--- src/rtl/regfile_wr_arbiter.sv ---
// Round-robin arbiter sharing the register-file write port between ALU and load writeback.
// Define REGWR_DBG_PORT_EN to add a highest-priority debug write port that ignores stall_i.
module regfile_wr_arbiter #(
    parameter int CNT_W       = 16,
    parameter bit X0_SUPPRESS = 1'b1
) (
    input  logic             sys_clk,
    input  logic             sys_reset_n,
    input  logic             stall_i,
    input  logic             req0_valid_i,
    input  logic [4:0]       req0_addr_i,
    input  logic [31:0]      req0_data_i,
    output logic             req0_ready_o,
    input  logic             req1_valid_i,
    input  logic [4:0]       req1_addr_i,
    input  logic [31:0]      req1_data_i,
    output logic             req1_ready_o,
`ifdef REGWR_DBG_PORT_EN
    input  logic             dbg_valid_i,
    input  logic [4:0]       dbg_addr_i,
    input  logic [31:0]      dbg_data_i,
    output logic             dbg_ready_o,
`endif
    output logic             wr_en_o,
    output logic [4:0]       wr_addr_o,
    output logic [31:0]      wr_data_o,
    output logic             busy_o,
    output logic [CNT_W-1:0] conflict_cnt_o
);

    logic             last_grant;
    logic             dbg_gnt;
    logic             gnt0;
    logic             gnt1;
    logic             xfer;
    logic [4:0]       win_addr;
    logic [31:0]      win_data;
    logic [CNT_W-1:0] conflict_cnt;

`ifdef REGWR_DBG_PORT_EN
    assign dbg_gnt     = dbg_valid_i;
    assign dbg_ready_o = dbg_valid_i;
`else
    assign dbg_gnt     = 1'b0;
`endif

    // last_grant=1 means requester 1 won most recently, so requester 0 wins the next tie
    assign gnt0 = ~stall_i & ~dbg_gnt & req0_valid_i & (~req1_valid_i | last_grant);
    assign gnt1 = ~stall_i & ~dbg_gnt & req1_valid_i & (~req0_valid_i | ~last_grant);
    assign xfer = gnt0 | gnt1 | dbg_gnt;

    assign req0_ready_o   = gnt0;
    assign req1_ready_o   = gnt1;
    assign busy_o         = (req0_valid_i & ~gnt0) | (req1_valid_i & ~gnt1);
    assign conflict_cnt_o = conflict_cnt;

    always_comb begin
        win_addr = req1_addr_i;
        win_data = req1_data_i;
        if (gnt0) begin
            win_addr = req0_addr_i;
            win_data = req0_data_i;
        end
`ifdef REGWR_DBG_PORT_EN
        if (dbg_gnt) begin
            win_addr = dbg_addr_i;
            win_data = dbg_data_i;
        end
`endif
    end

    always_ff @(posedge sys_clk or negedge sys_reset_n) begin
        if (!sys_reset_n) begin
            wr_en_o    <= 1'b0;
            wr_addr_o  <= 5'd0;
            wr_data_o  <= 32'd0;
            last_grant <= 1'b1;
        end else begin
            if (xfer) begin
                wr_addr_o <= win_addr;
                wr_data_o <= win_data;
                wr_en_o   <= ~(X0_SUPPRESS && (win_addr == 5'd0));
            end else begin
                wr_en_o <= 1'b0;
            end
            if (gnt0) begin
                last_grant <= 1'b0;
            end else if (gnt1) begin
                last_grant <= 1'b1;
            end
        end
    end

    // Counts raw contention, independent of stall or debug activity
    always_ff @(posedge sys_clk or negedge sys_reset_n) begin
        if (!sys_reset_n) begin
            conflict_cnt <= '0;
        end else if (req0_valid_i && req1_valid_i && (conflict_cnt != {CNT_W{1'b1}})) begin
            conflict_cnt <= conflict_cnt + 1'b1;
        end
    end

endmodule

--- config.mk ---
export PLATFORM = sky130hd
export DESIGN_NAME = regfile_wr_arbiter
export DESIGN_NICKNAME = d
export VERILOG_FILES = /design/src/rtl/regfile_wr_arbiter.sv
export SDC_FILE = /design/constraint.sdc
export NUM_CORES = 1
export LEC_CHECK = 0
export CORE_MARGIN = 1.5
export CORE_UTILIZATION = 36
export DETAILED_ROUTE_END_ITERATION = 10
export HOLD_SLACK_MARGIN = 0.08
export PLACE_DENSITY = 0.86
export SYNTH_ARGS = -nofsm -noshare
export SYNTH_HDL_FRONTEND = slang
export SYNTH_SLANG_ARGS = --single-unit
export TNS_END_PERCENT = 1
--- constraint.sdc ---
create_clock -name sys_clk -period 1.5 [get_ports sys_clk]
set_input_delay 0.225 -clock sys_clk [delete_from_list [all_inputs] [get_ports sys_clk]]
set_output_delay 0.225 -clock sys_clk [all_outputs]
set_load 0.01 [all_outputs]
Word level (Yosys, flattened, before mapping)
Cells that the tools add are included.
{"block": "totals", "elab_cells": 33, "out_inout_bits": 57, "inputBits": 79, "ff_bits": 55}
{"block": "op_classes", "n_eq_ne": 1, "bitwise_logic": 17, "muxes": 5, "reduce_logical": 4, "n_addsub": 1}
{"cell": "$mux W32", "n": 1}
{"cell": "$add A16 B1 Y16 const B", "n": 1}
{"cell": "$ne A16 B16 Y1 const B", "n": 1}
{"cell": "$not A1 Y1", "n": 7}
{"cell": "$and A1 B1 Y1", "n": 6}
{"cell": "$logic_not A5 Y1", "n": 1}
{"cell": "$mux W5", "n": 1}
{"cell": "$or A1 B1 Y1", "n": 4}
{"cell": "$mux W1", "n": 3}
{"cell": "$logic_and A1 B1 Y1", "n": 2}
{"cell": "$reduce_bool A2 Y1", "n": 1}

Longest topological paths before layout
{"block": "depth", "depth_word": 7, "depth_mapped": 6, "depth_no_buf": 5}

Worst setup path before layout
Ideal clock, no wire load.
{"block": "synth_timing", "path_kind": "flip-flop to flip-flop", "startpoint": "register conflict_cnt[12] (netlist: conflict_cnt_o[12])", "endpoint": "register conflict_cnt[1] (netlist: conflict_cnt_o[1])", "t_arrival_ns": 1.489, "t_required_ns": 1.375, "setup_time_ns": 0.125, "setup_slack_ns": -0.114, "period_less_slack_ns": 1.614, "n_path_buf": 0, "path_stages_with_launch": 5, "path_cell_list": "dfrtp_1 nand4_2 nor4_4 nor2_2 mux2_4"}
{"block": "synth_between", "elab_chain_len": 2}
{"element": "start, declared", "line_no": "38", "source": "logic [CNT_W-1:0] conflict_cnt;"}
{"element": "start signal, assigned", "line_no": "99", "source": "conflict_cnt <= conflict_cnt + 1'b1;"}
{"element": "$ne A16 B16 Y1", "line_no": "98", "source": "end else if (req0_valid_i && req1_valid_i && (conflict_cnt != {CNT_W{1'b1}})) begin"}
{"element": "$logic_and A1 B1 Y1", "line_no": "98"}
No other way between the ends.
A chain may end at the register's enable or synchronous reset.

Worst setup path after layout
{"block": "layout_timing", "startpoint": "register conflict_cnt[8] (netlist: conflict_cnt_o[8])", "endpoint": "register conflict_cnt[15] (netlist: conflict_cnt_o[15])"}
{"block": "layout_between", "elab_chain_len": 2, "elab_cells_between_ends": 3, "cone_classes": "add/sub (1); eq/ne (1); reduce/logical (1)"}
{"element": "branches (longest 2 deep; another with $add A16 B1 Y16)"}
Parallel ways; which one is timed is not known.

==> results.cfg <==
[status]
status = complete, but fails checks
violations = negative setup slack

[layout]
seq_area_um2 = 1383
syn_to_final_growth_pct = 78.99
antenna_cells = 0
layout-drive-gt1-share_pct = 19.43
multi_input_area_um2 = 1289
layoutNonFillerInstCount = 518
fill_cells = 539
nets = 501

[power_and_ir_drop]
p_int_mw = 3.078
power_frac_comb_pct = 34.4
design_power_total_mw = 4.338
leakage_nw = 2.396
power_density_nw_per_um2 = 922.8
ir_drop_v = 0.0006361
pwr-share-seq_pct = 42.5
pwr-share-clk_pct = 23.1
p_sw_share_pct = 29.06
p_switching_mw = 1.261

[detailed_routing]
first_pass_iters = 4
drt_iter0_markers = 39
ant_nets = 0
dr_total_vias = 2538
wl_per_cell_um = 15.34
via_per_inst = 4.900
finalWirelength_mm = 7.946
route.detailed.drc = 0

[sta]
period_share_pct = 106.3
skew_ns = 0.003110
max_freq_ghz = 0.6270
rsz0062_at_grt = yes
final_hold_viol_count = 0
period_needed_ns = 1.595
worstMarginPinSlew_ns = 0.3618
max_slew_margin_pct = 75.70
setup-violations-final = 28
slew_violations = 0
setup_ws_ns = -0.09496
tns_ns = -0.8893

[worst_setup_path]
startpoint_type = register
arrival_ns = 1.78
crit_fanout = 4
end_kind = register
critPathKind = reg -> reg
worstPathRequired_ns = 1.68

[placement]
dp_cells = 502
gp_congestion = 0.8274
place_ws_ns = -0.4936
post-dp-hpwl_mm = 5.539
portBuffers = 135

[synthesis]
synthTopCellsByCount = dfrtp_1 (54), nand2_1 (43), o21ai_0 (39)
post-synth-top-count-cell = dfrtp_1
syn_inst = 246
synthFlopType = dfrtp_1
yosys_register_bits = 55
netlist_area_um2 = 2626
yosysTopAreaCellShare_pct = 51.45
synth.avg_cell_area_um2 = 10.68
synth_area_leaders = dfrtp_1 (51%), mux2i_1 (14%), o21ai_0 (7.4%)
yosysSeqAreaShare_pct = 52.45
synth_edf_count = 0
synthArstFlopShare_pct = 100.0
synth_top_cell_by_area = dfrtp_1
synth_nets = 326
synth_cell_types = 37
ys_warn_count = 0

[die]
start_util_pct = 38.03
die_y_um = 88.41
io_pins = 136
core-area_um2 = 6907
die-width_um = 88.41
die-area_um2 = 7816
row_count = 30

[grt]
met2_usage_pct = 35.39
grt_pass1_vias = 2607
use_met1_pct = 20.26
antenna_found_initial = 0
busiest_layer = met2
met3_usage_pct = 6.343
track_usage_pct = 18.94
grt_overflow = 0
grt_start_max_net_pins = 56
grt_pass1_wl_mm = 11.61

[cts]
htreeDepth = 2
cts_buffers = 5
cts_buffer_depth = 2
clk-insertion-delay-late_ns = 0.30
clock-root-buffer = clkbuf_8
path_clk_slew_ns = 0.10
cts_tree = done
cts_sinks = 55

[hold_path]
hold_path.class = in -> reg

[job]
drv_cap = 0
[metal layers]
metal	vias up	share of wire (%)
li1	1210	-
met1	1218	37
met2	100	54
met3	10	7.3
met4	0	1.2
met5	-	0
[worst max-delay path, cell delays in order, from the launching register on]
cell and delay, ns:
dfrtp_1 0.38, buf_6 0.11, nand4_4 0.12, nor4_4 0.44, buf_4 0.22, nor4b_2 0.06, xor2_1 0.14
[cell type report]
class	count	share of cell area (%)
Clock buffer	5	1.464
Inverter	4	0.3194
Tap cell	96	2.555
Timing Repair Buffer	180	37.85
Sequential cell	55	29.41
Clock inverter	3	0.9848
Multi-Input combinational cell	175	27.42
[path summary, 6_finish.rpt]
check | endpoint | start | slack (ns) | cells past startpoint
setup / recovery | conflict_cnt_o[15]$_DFFE_PN0P_ | conflict_cnt_o[8]$_DFFE_PN0P_ | -0.09 | 6
hold / removal | last_grant$_DFFE_PN1P_ | stall_i | 0.28 | 3
setup reg to reg | conflict_cnt_o[15]$_DFFE_PN0P_ | conflict_cnt_o[8]$_DFFE_PN0P_ | -0.09 | 6
hold reg to reg | wr_data_o[21]$_DFFE_PN0P_ | wr_data_o[21]$_DFFE_PN0P_ | 0.49 | 2
max in group asynchronous | last_grant$_DFFE_PN1P_ | sys_reset_n | 0.78 | 3
min in group asynchronous | conflict_cnt_o[8]$_DFFE_PN0P_ | sys_reset_n | 0.43 | 3
[layout by cell type (no fill, tap or decap), drive strengths merged, types with 2 or more instances in the layout]
cell type      count
dlymetal6s2s      11
clkdlybuf4s15      2
xor2              10
nand4              6
a21oi              2
nand3              3
nor4               2
xnor2              5
nand2             43
dlygate4sd2       16
nor3               6
clkdlybuf4s50    103
inv                5
clkbuf             7
dfrtp             54
nor4b              2
mux2i             37
nor2               5
buf               45
o21ai             39
and3               2
[power groups by stage]
stage                     Combinational, mW  Sequential [mW]  Clock [mW]
after floorplan                       0.361             2.03           0
after global routing                   1.63             1.87        1.10
after detailed placement               1.49             1.88           0
after global placement                 1.47             1.85           0
final                                  1.49             1.84        1.00
after CTS                              1.47             1.85        1.04
[metrics by stage]
step | hold slack [ns] | util, % | cell area (um^2)
after floorplan | -0.07059 | - | 2649
after global placement | 0.2426 | 63.48 | 4384
after detailed placement | 0.2475 | 63.48 | 4384
after CTS | 0.4415 | 65.40 | 4517
after global routing | 0.2898 | 68.06 | 4701
final | 0.2816 | 68.06 | 4701
[state kept, by name, indices dropped and copies added, names as in the netlist]
register,flops
last_grant,1
wr_data_o,32
conflict_cnt_o,16
wr_addr_o,5
wr_en_o,1
[cells by family (layout without fill, tap and decap cells)]
logic type / Yosys count / in the layout / synth area share [%]
adder cells (fa/ha/maj): 1 / 1 / 0.4763
AO/OA/AOI/OAI: 47 / 47 / 9.958
flip-flops: 55 / 55 / 52.45
multiplexers: 38 / 38 / 14.67
AND/OR/NAND/NOR: 74 / 74 / 14.67
buffers and inverters: 16 / 192 / 2.763
XOR/XNOR: 15 / 15 / 5.002
[repair_timing]
item,4_1_cts,5_1_grt
hold buffers,1,0
buffers inserted,3,2
pin swaps,4,7
resized for setup,50,43
gates cloned,0,2
endpoints found under the hold margin,54,0
setup endpoints to repair,60,60
No activity file was read; power rests on OpenSTA's default activity.
